<file path="src/rtl/dcache_assoc.sv">
// rtl/dcache_assoc.sv - two-way set-associative write-back, write-allocate data cache
// Optional hit/miss statistics are compiled in with `define DCACHE_STATS_EN.
module dcache_assoc #(
    parameter int ADDR_W     = 8,
    parameter int SETS       = 4,
    parameter int LINE_BYTES = 4
) (
    input  logic                                   clock,
    input  logic                                   reset,
    input  logic                                   read,
    input  logic                                   write,
    input  logic [ADDR_W-1:0]                      address,
    input  logic [7:0]                             writedata,
    output logic [7:0]                             readdata,
    output logic                                   busywait,
    output logic                                   mem_read,
    output logic                                   mem_write,
    output logic [ADDR_W-$clog2(LINE_BYTES)-1:0]   mem_address,
    output logic [8*LINE_BYTES-1:0]                mem_writedata,
    input  logic [8*LINE_BYTES-1:0]                mem_readdata,
    input  logic                                   mem_busywait,
    output logic [15:0]                            hit_count,
    output logic [15:0]                            miss_count
);

    localparam int OFF_W  = $clog2(LINE_BYTES);
    localparam int IDX_W  = $clog2(SETS);
    localparam int TAG_W  = ADDR_W - IDX_W - OFF_W;
    localparam int LINE_W = 8 * LINE_BYTES;

    typedef enum logic [1:0] {
        IDLE,
        WRITEBACK,
        FETCH,
        UPDATE
    } state_t;

    state_t                 state_q, state_d;
    logic                   victim_q, victim_d;
    logic                   first_q, first_d;
    logic [SETS-1:0][1:0]   valid_q, valid_d;
    logic [SETS-1:0][1:0]   dirty_q, dirty_d;
    logic [SETS-1:0]        lru_q, lru_d;

    logic [LINE_W-1:0]      data_q [SETS][2];
    logic [TAG_W-1:0]       tag_q  [SETS][2];

    logic [TAG_W-1:0]       req_tag;
    logic [IDX_W-1:0]       req_idx;
    logic [OFF_W-1:0]       req_off;
    logic                   req, wr_req, rd_req;
    logic                   hit0, hit1, hit, hit_way;
    logic [LINE_W-1:0]      hit_line;

    logic                   line_we, line_way, tag_we;
    logic [LINE_W-1:0]      line_d;
    logic                   hit_done, miss_start;

    assign req_tag = address[ADDR_W-1 -: TAG_W];
    assign req_idx = address[OFF_W +: IDX_W];
    assign req_off = address[OFF_W-1:0];
    assign req     = read | write;
    assign wr_req  = write;
    assign rd_req  = read & ~write;

    always_comb begin
        hit0     = valid_q[req_idx][0] && (tag_q[req_idx][0] == req_tag);
        hit1     = valid_q[req_idx][1] && (tag_q[req_idx][1] == req_tag);
        hit      = hit0 | hit1;
        hit_way  = hit1;
        hit_line = data_q[req_idx][hit_way];
    end

    assign busywait = req & ~((state_q == IDLE) & hit);
    assign readdata = ((state_q == IDLE) && rd_req && hit) ?
                      hit_line[{req_off, 3'b000} +: 8] : 8'h00;

    always_comb begin
        state_d       = state_q;
        victim_d      = victim_q;
        first_d       = 1'b0;
        valid_d       = valid_q;
        dirty_d       = dirty_q;
        lru_d         = lru_q;
        line_we       = 1'b0;
        line_way      = victim_q;
        line_d        = mem_readdata;
        tag_we        = 1'b0;
        mem_read      = 1'b0;
        mem_write     = 1'b0;
        mem_address   = '0;
        mem_writedata = '0;
        hit_done      = 1'b0;
        miss_start    = 1'b0;

        case (state_q)
            IDLE: begin
                if (req) begin
                    if (hit) begin
                        hit_done             = 1'b1;
                        lru_d[req_idx]       = ~hit_way;
                        if (wr_req) begin
                            line_we                            = 1'b1;
                            line_way                           = hit_way;
                            line_d                             = hit_line;
                            line_d[{req_off, 3'b000} +: 8]     = writedata;
                            dirty_d[req_idx][hit_way]          = 1'b1;
                        end
                    end else begin
                        miss_start = 1'b1;
                        first_d    = 1'b1;
                        // Empty ways are filled before anything is evicted.
                        if (!valid_q[req_idx][0]) begin
                            victim_d = 1'b0;
                        end else if (!valid_q[req_idx][1]) begin
                            victim_d = 1'b1;
                        end else begin
                            victim_d = lru_q[req_idx];
                        end
                        if (valid_q[req_idx][victim_d] && dirty_q[req_idx][victim_d]) begin
                            state_d = WRITEBACK;
                        end else begin
                            state_d = FETCH;
                        end
                    end
                end
            end
            WRITEBACK: begin
                mem_write     = 1'b1;
                mem_address   = {tag_q[req_idx][victim_q], req_idx};
                mem_writedata = data_q[req_idx][victim_q];
                if (!first_q && !mem_busywait) begin
                    state_d = FETCH;
                    first_d = 1'b1;
                end
            end
            FETCH: begin
                mem_read    = 1'b1;
                mem_address = address[ADDR_W-1:OFF_W];
                if (!first_q && !mem_busywait) begin
                    state_d = UPDATE;
                end
            end
            UPDATE: begin
                line_we                    = 1'b1;
                line_way                   = victim_q;
                line_d                     = mem_readdata;
                tag_we                     = 1'b1;
                valid_d[req_idx][victim_q] = 1'b1;
                dirty_d[req_idx][victim_q] = 1'b0;
                state_d                    = IDLE;
            end
            default: begin
                state_d = IDLE;
            end
        endcase
    end

    always_ff @(posedge clock or negedge reset) begin
        if (!reset) begin
            state_q  <= IDLE;
            victim_q <= 1'b0;
            first_q  <= 1'b0;
            valid_q  <= '0;
            dirty_q  <= '0;
            lru_q    <= '0;
        end else begin
            state_q  <= state_d;
            victim_q <= victim_d;
            first_q  <= first_d;
            valid_q  <= valid_d;
            dirty_q  <= dirty_d;
            lru_q    <= lru_d;
        end
    end

    // Line storage carries no reset; the valid bits gate its use.
    always_ff @(posedge clock) begin
        if (line_we) begin
            data_q[req_idx][line_way] <= line_d;
        end
        if (tag_we) begin
            tag_q[req_idx][victim_q] <= req_tag;
        end
    end

`ifdef DCACHE_STATS_EN
    logic [15:0] hit_count_q, hit_count_d;
    logic [15:0] miss_count_q, miss_count_d;
    logic        after_update_q, after_update_d;

    always_comb begin
        after_update_d = (state_q == UPDATE);
        hit_count_d    = hit_count_q;
        miss_count_d   = miss_count_q;
        // The hit that retires a refilled request was already counted as a miss.
        if (hit_done && !after_update_q && (hit_count_q != 16'hFFFF)) begin
            hit_count_d = hit_count_q + 16'd1;
        end
        if (miss_start && (miss_count_q != 16'hFFFF)) begin
            miss_count_d = miss_count_q + 16'd1;
        end
    end

    always_ff @(posedge clock or negedge reset) begin
        if (!reset) begin
            hit_count_q    <= '0;
            miss_count_q   <= '0;
            after_update_q <= 1'b0;
        end else begin
            hit_count_q    <= hit_count_d;
            miss_count_q   <= miss_count_d;
            after_update_q <= after_update_d;
        end
    end

    assign hit_count  = hit_count_q;
    assign miss_count = miss_count_q;
`else
    logic unused_stats;
    assign unused_stats = hit_done ^ miss_start;
    assign hit_count    = '0;
    assign miss_count   = '0;
`endif

endmodule

</file>
<file path="config.mk">
export PLATFORM = sky130hd
export DESIGN_NAME = dcache_assoc
export DESIGN_NICKNAME = d
export VERILOG_FILES = /design/src/rtl/dcache_assoc.sv
export SDC_FILE = /design/constraint.sdc
export NUM_CORES = 1
export LEC_CHECK = 0
export ABC_AREA = 1
export BUFFER_PORTS_ARGS = -buffer_cell sky130_fd_sc_hd__buf_2
export CORE_MARGIN = 1.5
export CORE_UTILIZATION = 35
export DETAILED_ROUTE_END_ITERATION = 8
export SYNTH_ARGS = -nofsm -noshare
export SYNTH_HDL_FRONTEND = slang
export SYNTH_SLANG_ARGS = --single-unit
</file>
<file path="constraint.sdc">
create_clock -name clock -period 7 [get_ports clock]
set_input_delay 0.35 -clock clock [delete_from_list [all_inputs] [get_ports clock]]
set_output_delay 0.35 -clock clock [all_outputs]
set_load 0.01 [all_outputs]
</file>
==> out/metrics.cfg, run 1 <==
[critical_path]
path_depth=14
worst_setup_path_end_kind=register
worstPathMaxFanout=46
r2r_cells=14
cp.arrival_ns=5.05
worst_r2r_endpoint=data_q[3][5]
required_ns=7.14
start_kind=input port
slowest_stage=nor2_4
path_buf_inv=3
slowest_delay_ns=1.08
crit_path_start=address[2]
r2r_start=tag_q[1][3]
critPathTopFamily=simple AND/OR/NAND/NOR gates
crit_path_end=data_q[3][5]
crit_type=input port to register
crit_chain=buf_2, inv_2, nor2_4, a22oi_1, nand2_1, nand2_1, nor2_4, buf_4, nand2_4, nand2_4, nand2_4, nand2_1, nand3_1, nor2_4
ff2ff_setup_slack_ns=2.55

[global_routing]
grt_overflow=0
antenna_found_initial=0
first_global_vias=10390
grt_first_pass_wirelength_um=63380
grtUsageTotal=0.1992
grt_max_degree=73

[sta]
setup_viol=0
fmax_ghz=0.2037
fin_crit_ns=4.910
finalClockSkew_ns=0.03116
slew_violations=0
relSlewSlack=0.1418
finalHoldViolations=0
rsz0062_at_grt=false
tightest_slew_ns=1.284
fin_crit_sh=0.7014
whs_ns=0.07056
setup_tns_ns=0

[power]
pwr_density_cell_nw_per_um2=313.1
power_leakage_nw=6.405
peakVddDrop_v=0.0001656
p_total_mw=5.172

[placement]
place.gp.congestion=0.8768
hpwl_um=26560
port_buffers=101
post-place-cells=1945

[cts]
cts.clk_slew.worst_paths_ns=0.06
root_buffer=clkbuf_16
worst_skew_pair.late_latency_ns=0.55
clock_sinks=312
cts_buffers=35
cts_max_path_buffers=3
htree_levels=2
cts_tree=yes

[detailed_routing]
wl_per_cell_um=21.26
drt_iter0_drc=1110
ant_nets=0
wl_um=42680
drc=0
viasPerCell=5.482
vias=11000
dr.pass1.iters=6

[yosys]
async_flop_share=0.07692
synth_most_common_cell=nand2_1
synthDistinctLibCells=35
yosys.area.top_type=edfxtp_1
netlist_area_um2=14510
yosys_most_used_dff=edfxtp_1
syn_area_per_cell_um2=10.54
ys.warnings.count=0
synth_seq_area_share=0.6375
synth-seq-cells=312
syn_inst=1377
synth_top_area_share=0.5961
synth-edff-count=288
synth.area.top_cells=edfxtp_1, nand2_1, nand3_1, dfrtp_1, a22oi_1
synthTopCellsByCount=nand2_1, edfxtp_1, nand3_1, nor2_1, a22oi_1

[floorplan]
die_h_um=206.6
rows=74
core_um2=40830
start_util=0.3553
die_area_um2=42680
ios=134
die_w_um=206.6

[flow_run]
drv_cap=0

[finish]
final_util=0.4045
area_delta_synth_final_pct=13.85
drive_gt1_frac=0.1424
fillers=3937
instances_no_fill=2007
fin_nets=1514
antennaDiodeCount=0

[min_path]
hold_class=input port to register

[status]
outcome=completed

[worst register-to-register path, delay by kind of cell (launching register included)]
| family | cells | cell delay (ns) |
|---|---|---|
| flops | 1 | 0.38 |
| buf+inv | 1 | 0.43 |
| simple gates | 13 | 3.24 |
[flip-flops by register name, indices dropped and copies added, names as in the netlist]
register	cells
first_q	1
state_q	2
victim_q	1
tag_q	32
data_q	256
dirty_q	8
lru_q	4
valid_q	8
[cells in the final DEF (no fill, tap or decap), types with 34 or more instances in the layout]
cell	netlist	final
buf_2	26	101
a22oi_1	78	78
a21oi_1	58	58
nand2_1	364	364
nand3_1	122	122
nor2_1	119	111
clkbuf_16	0	35
o21ai_0	62	62
inv_1	35	34
edfxtp_1	288	288
[cell families (layout without fill, tap and decap cells)]
family          after synthesis  count (layout)  synth area share
compound gates              278             278            0.1218
fa+ha+maj                    10              10          0.008624
buf+inv                     147             214           0.05174
flops                       312             312            0.6375
other cells                   1              32         0.0002585
simple gates                629             629            0.1801
[power breakdown]
| group | internal (mW) | switching (mW) |
|---|---|---|
| logic | 0.272 | 0.757 |
| clock network | 1.12 | 0.766 |
| registers | 2.21 | 0.0530 |
[worst min-delay path by stage]
stage	startpoint	endpoint	slack (ns)	cells after the start
after global routing	mem_busywait	first_q	0.09	4
after detailed placement	reset	first_q	0.39	1
after CTS	mem_busywait	first_q	0.06	4
after global placement	reset	state_q[0]	0.38	1
final	mem_busywait	first_q	0.07	4
after floorplan	reset	dirty_q[0]	0.05	0
[per-layer routing]
metal	vias up	track usage	wire length [µm]
met5	-	0	0
met4	0	0.06056	1071
met3	71	0.05400	4206
met2	548	0.3094	19420
met1	5384	0.2720	17980
li1	5000	-	-
[stage by stage]
step           setup WS (ns)  area [µm²]
2_1_floorplan          3.503       14630
3_3_place_gp           1.743       15340
3_5_place_dp           1.606       15340
4_1_cts                2.154       16520
5_1_grt                1.896       16520
6_report               2.090       16520
[area by class of cell]
| type | instances | area (µm²) | share of cell area |
|---|---|---|---|
| Clock buffer | 41 | 898.4 | 0.05439 |
| Inverter | 42 | 162.7 | 0.009847 |
| Tap cell | 532 | 665.6 | 0.04030 |
| Timing Repair Buffer | 111 | 583.1 | 0.03530 |
| Clock inverter | 20 | 267.8 | 0.01621 |
| Sequential cell | 312 | 9250 | 0.5600 |
| Multi-Input combinational cell | 949 | 4691 | 0.2840 |
[timing repair]
item | CTS | global route
gates resized for setup | 0 | 0
setup endpoints to repair | 0 | 0
hold buffers | 1 | 0
hold endpoints to repair | 24 | 0
setup buffers | 0 | 0
(Power assumes the default switching activity.)
==> run 2: changes to the inputs <==
==> constraint.sdc (replaced) <==
create_clock -name clock -period 4.3 [get_ports clock]
set_input_delay 0.215 -clock clock [delete_from_list [all_inputs] [get_ports clock]]
set_output_delay 0.215 -clock clock [all_outputs]
set_load 0.01 [all_outputs]
==> out/metrics.cfg, run 2 (synthesis results as in run 1) <==
[finish]
drive_gt1_frac=0.1544
area_delta_synth_final_pct=15.11
final_cell_area_um2=16700
final_common_cell=nand2_1
final_cell_mix=nand2_1, edfxtp_1, nand3_1
largest_register=data_q
fin_nets=1533
reg_top3=data_q x256, tag_q x32
fillers=3932
largest_reg_flops=256

[critical_path]
ff2ff_setup_slack_ns=1.33
crit_path_end=readdata[7]
r2r_start=tag_q[3][6]
cp.arrival_ns=3.08
required_ns=4.09
start_kind=register
r2r_cells=14
crit_path_frequent_cell=nand2_1
crit_type=register to output port
worstPathMaxFanout=8
worst_r2r_endpoint=data_q[3][46]
worst_setup_path_end_kind=output port
path_depth=12
critPathTopFamily=simple AND/OR/NAND/NOR gates
slowest_delay_ns=0.54
crit_chain=inv_1, nor2_1, a21oi_1, nand2_1, nand2_1, nand2_1, nor2_1, nand3_2, nand2_4, nand4_1, a21oi_1, buf_2
crit_path_start=tag_q[3][6]
slowest_stage=nand4_1
path_buf_inv=2

[detailed_routing]
viasPerCell=5.414
drt_iter0_drc=1008
vias=10980
ant_nets=0
drc=0
dr.pass1.iters=5
wl_per_cell_um=21.16
wl_um=42940

[power]
peakVddDrop_v=0.0003496
seq_power_share=0.440
pwr_density_cell_nw_per_um2=501.2
power_leakage_nw=6.509
p_int_mw=5.821
p_switching_mw=2.549
switching_share=0.3045
clkPwrFrac=0.356
combPwrFrac=0.204

[global_routing]
grtUsageTotal=0.2020
grt_overflow=0
grt_first_pass_wirelength_um=64560
first_global_vias=10390
antenna_found_initial=0
grt_max_degree=71

[cts]
root_buffer=clkbuf_16
worst_skew_pair.late_latency_ns=0.55
cts-resized-gates=0
htree_levels=2
cts_buffers=34
postCtsHoldBufs=2
cts_tree=yes
cts.clk_slew.worst_paths_ns=0.06
cts_setup_buffers=0
clock_sinks=312
cts_max_path_buffers=3

[min_path]
hold_class=input port to register

[sta]
finalClockSkew_ns=0.04270
fmax_ghz=0.3036
finalHoldViolations=0
whs_ns=0.08079
fin_crit_ns=3.294
setup_viol=0
fin_ws_ns=1.006
fin_crit_sh=0.7661
tightest_slew_ns=0.8897
slew_violations=0
setup_tns_ns=0
rsz0062_at_grt=false
relSlewSlack=0.4069

[floorplan]
die_w_um=206.6
ios=134
die_h_um=206.6
start_util=0.3553
rows=74
die_area_um2=42680
core_um2=40830

[placement]
place.gp.congestion=0.9045
hpwl_um=26310
port_buffers=101
dp_slack_ns=0.9412
dpl_cell_area_um2=15550

[status]
outcome=completed

[flow_run]
drv_cap=0

-- run 2: cell types whose count changed in the layout (fill, tap and decap cells not counted), sizes merged --
cell / before / now
buf: 110 / 129
clkbuf: 41 / 44
bufinv: 5 / 4
diode: 0 / 1
dlygate4sd3: 1 / 2
inv: 40 / 39
-- run 2: worst min-delay path by stage --
stage                        to  slack [ns]        from  depth (start not counted)
global placement        first_q        0.25       reset                          1
global route        tag_q[3][5]        0.08  address[5]                          1
detailed placement      first_q        0.25       reset                          1
floorplan            dirty_q[0]       -0.08       reset                          0
CTS                 tag_q[2][5]        0.06  address[5]                          1
finish              tag_q[2][5]        0.08  address[5]                          1
-- run 2: per-layer routing --
layer	wire [µm]	up-vias	global-route usage
li1	-	5040	-
met3	3710	71	0.04035
met5	0	-	0
met2	19590	514	0.3186
met4	988	0	0.05461
met1	18650	5359	0.2838
-- run 2: final cells by class --
type / instances / area (µm²) / share of cell area
flip-flops and latches: 312 / 9250 / 0.5539
repair buffers: 131 / 798.3 / 0.04780
well taps: 532 / 665.6 / 0.03986
clock inverters: 18 / 211.5 / 0.01266
multi-input cells: 949 / 4691 / 0.2809
diodes: 1 / 2.502 / 0.0001498
clock buffers: 44 / 919.6 / 0.05506
inverters: 42 / 162.7 / 0.009739
-- run 2: power groups by stage --
stage	logic, mW	clock network, mW	registers, mW
floorplan	1.09	0	3.71
global placement	1.68	0	3.74
detailed placement	1.69	0	3.74
CTS	1.70	3.02	3.68
global route	1.87	3.13	3.70
finish	1.71	2.98	3.68
-- run 2: per-stage QoR --
step | power, mW | std cells | util
6_report | 8.370 | 2029 | 0.4090
5_1_grt | 8.708 | 2028 | 0.4090
4_1_cts | 8.405 | 2028 | 0.4090
3_5_place_dp | 5.437 | 1964 | 0.3808
3_3_place_gp | 5.417 | 1964 | 0.3808
2_1_floorplan | 4.799 | 1408 | -
==> run 3: changes to the inputs <==
==> constraint.sdc (replaced) <==
create_clock -name clock -period 2.8 [get_ports clock]
set_input_delay 0.14 -clock clock [delete_from_list [all_inputs] [get_ports clock]]
set_output_delay 0.14 -clock clock [all_outputs]
set_load 0.01 [all_outputs]
==> out/metrics.cfg, run 3 (synthesis results as in run 1) <==
[sta]
fmax_ghz=0.3632
slew_violations=0
fin_crit_sh=0.9834
whs_ns=0.09139
tightest_slew_ns=0.7785
finalHoldViolations=0
relSlewSlack=0.4755
setup_viol=0
finalClockSkew_ns=0.02131
fin_crit_ns=2.753
rsz0062_at_grt=true

[floorplan]
die_h_um=206.6
die_w_um=206.6
die_area_um2=42680
rows=74
ios=134
core_um2=40830
start_util=0.3553

[placement]
place.gp.congestion=0.9006
post-place-cells=2002
hpwl_um=27470
port_buffers=101

[detailed_routing]
vias=11370
ant_nets=0
wl_per_cell_um=21.42
viasPerCell=5.425
drc=0
dr.pass1.iters=6
drt_iter0_drc=1244
wl_um=44910

[finish]
largest_reg_flops=256
final_common_cell=nand2_1
instances_no_fill=2096
area_delta_synth_final_pct=22.77
fin_nets=1600
reg_top3=data_q x256, tag_q x32
antennaDiodeCount=0
drive_gt1_frac=0.2251
final_cell_mix=nand2_1, edfxtp_1, nor2_1
largest_register=data_q

[min_path]
hold_class=input port to register

[critical_path]
worstPathMaxFanout=7
worst_setup_path_end_kind=output port
required_ns=2.66
crit_type=register to output port
cp.arrival_ns=2.61
critPathTopFamily=simple AND/OR/NAND/NOR gates
slowest_delay_ns=0.40
path_buf_inv=4
crit_path_frequent_cell=nand2_1
slowest_stage=edfxtp_1
crit_chain=nand2_1, nand2_1, nand2_1, nand2_1, nand2_1, nand2_2, nor2_4, buf_12, nand2_8, buf_12, buf_4, nand2_1, nand3_2, nand3_2, a21oi_2, buf_2
start_kind=register

[global_routing]
grtUsageTotal=0.2049
grt_max_degree=71
antenna_found_initial=0
first_global_vias=10550
grt_overflow=0
grt_first_pass_wirelength_um=64440

[cts]
cts_buffers=35
worst_skew_pair.late_latency_ns=0.54
cts_tree=yes
clock_sinks=312
htree_levels=2
cts.clk_slew.worst_paths_ns=0.06
cts_max_path_buffers=3
root_buffer=clkbuf_16

[power]
pwr_density_cell_nw_per_um2=738.4
p_total_mw=13.15
peakVddDrop_v=0.0004501
power_leakage_nw=6.957

[status]
outcome=completed

[flow_run]
drv_cap=0

run 3: cell count changes in the layout (fill, tap and decap cells not counted), moves of 10 or more:
cell | before | now
buf_4 | 23 | 57
a21oi_2 | 22 | 32
a21oi_1 | 58 | 48
buf_12 | 5 | 26
nand2_1 | 364 | 353
nand2_2 | 0 | 11
nand3_1 | 122 | 88
nand3_2 | 2 | 34
run 3: where the power goes:
part           switching [mW]  internal, mW
Combinational            2.05         0.992
Clock                    1.90          2.56
Sequential              0.150          5.51
Total                    4.09          9.06
run 3: final timing paths:
kind / startpoint / end / slack [ns] / cells past startpoint
min in group asynchronous: reset / first_q / 0.16 / 2
worst max-delay path: tag_q[1][2] / readdata[5] / 0.05 / 16
worst max register to register: tag_q[1][3] / data_q[1][9] / 0.16 / 17
worst min register to register: valid_q[2] / valid_q[2] / 0.47 / 2
max in group asynchronous: reset / victim_q / 2.21 / 2
worst min-delay path: mem_readdata[18] / data_q[2][18] / 0.09 / 4
run 3: layout make-up:
| cell class | instances | area [µm²] |
|---|---|---|
| Sequential cell | 312 | 9250 |
| Fill cell | 3860 | 23020 |
| Multi-Input combinational cell | 949 | 4957 |
| Tap cell | 532 | 665.6 |
| Inverter | 42 | 162.7 |
| Clock buffer | 43 | 927.1 |
| Timing Repair Buffer | 197 | 1673 |
| Clock inverter | 21 | 176.4 |
run 3: layer usage:
| metal | track usage | vias up | part of all wire |
|---|---|---|---|
| met5 | 0 | - | 0 |
| met4 | 0.06729 | 0 | 0.026 |
| met3 | 0.04254 | 78 | 0.10 |
| met2 | 0.3225 | 593 | 0.46 |
| met1 | 0.2824 | 5526 | 0.41 |
| li1 | - | 5173 | - |
run 3: repair_timing:
action	in CTS	in global routing
pin swaps	3	27
hold buffers	6	0
endpoints found under the hold margin	56	0
setup endpoints to repair	8	8
resized for setup	10	62
gates cloned	2	3
buffers inserted	5	14
run 3: tightest hold or removal path: cells and delay by family:
kind            cells  cell delay [ns]
buf+inv             2             0.26
compound gates      1             0.07
simple gates        1             0.05
run 3: per-stage QoR:
stage | setup WS [ns] | TNS (ns) | utilization | area (µm²)
floorplan | -0.4873 | -123.61 | - | 14630
global placement | 0.1075 | 0 | 0.3920 | 16010
detailed placement | -0.05437 | -0.4335 | 0.3920 | 16010
CTS | 0.005669 | 0 | 0.4250 | 17350
global route | -0.04911 | -0.2434 | 0.4362 | 17810
finish | 0.04660 | 0 | 0.4362 | 17810
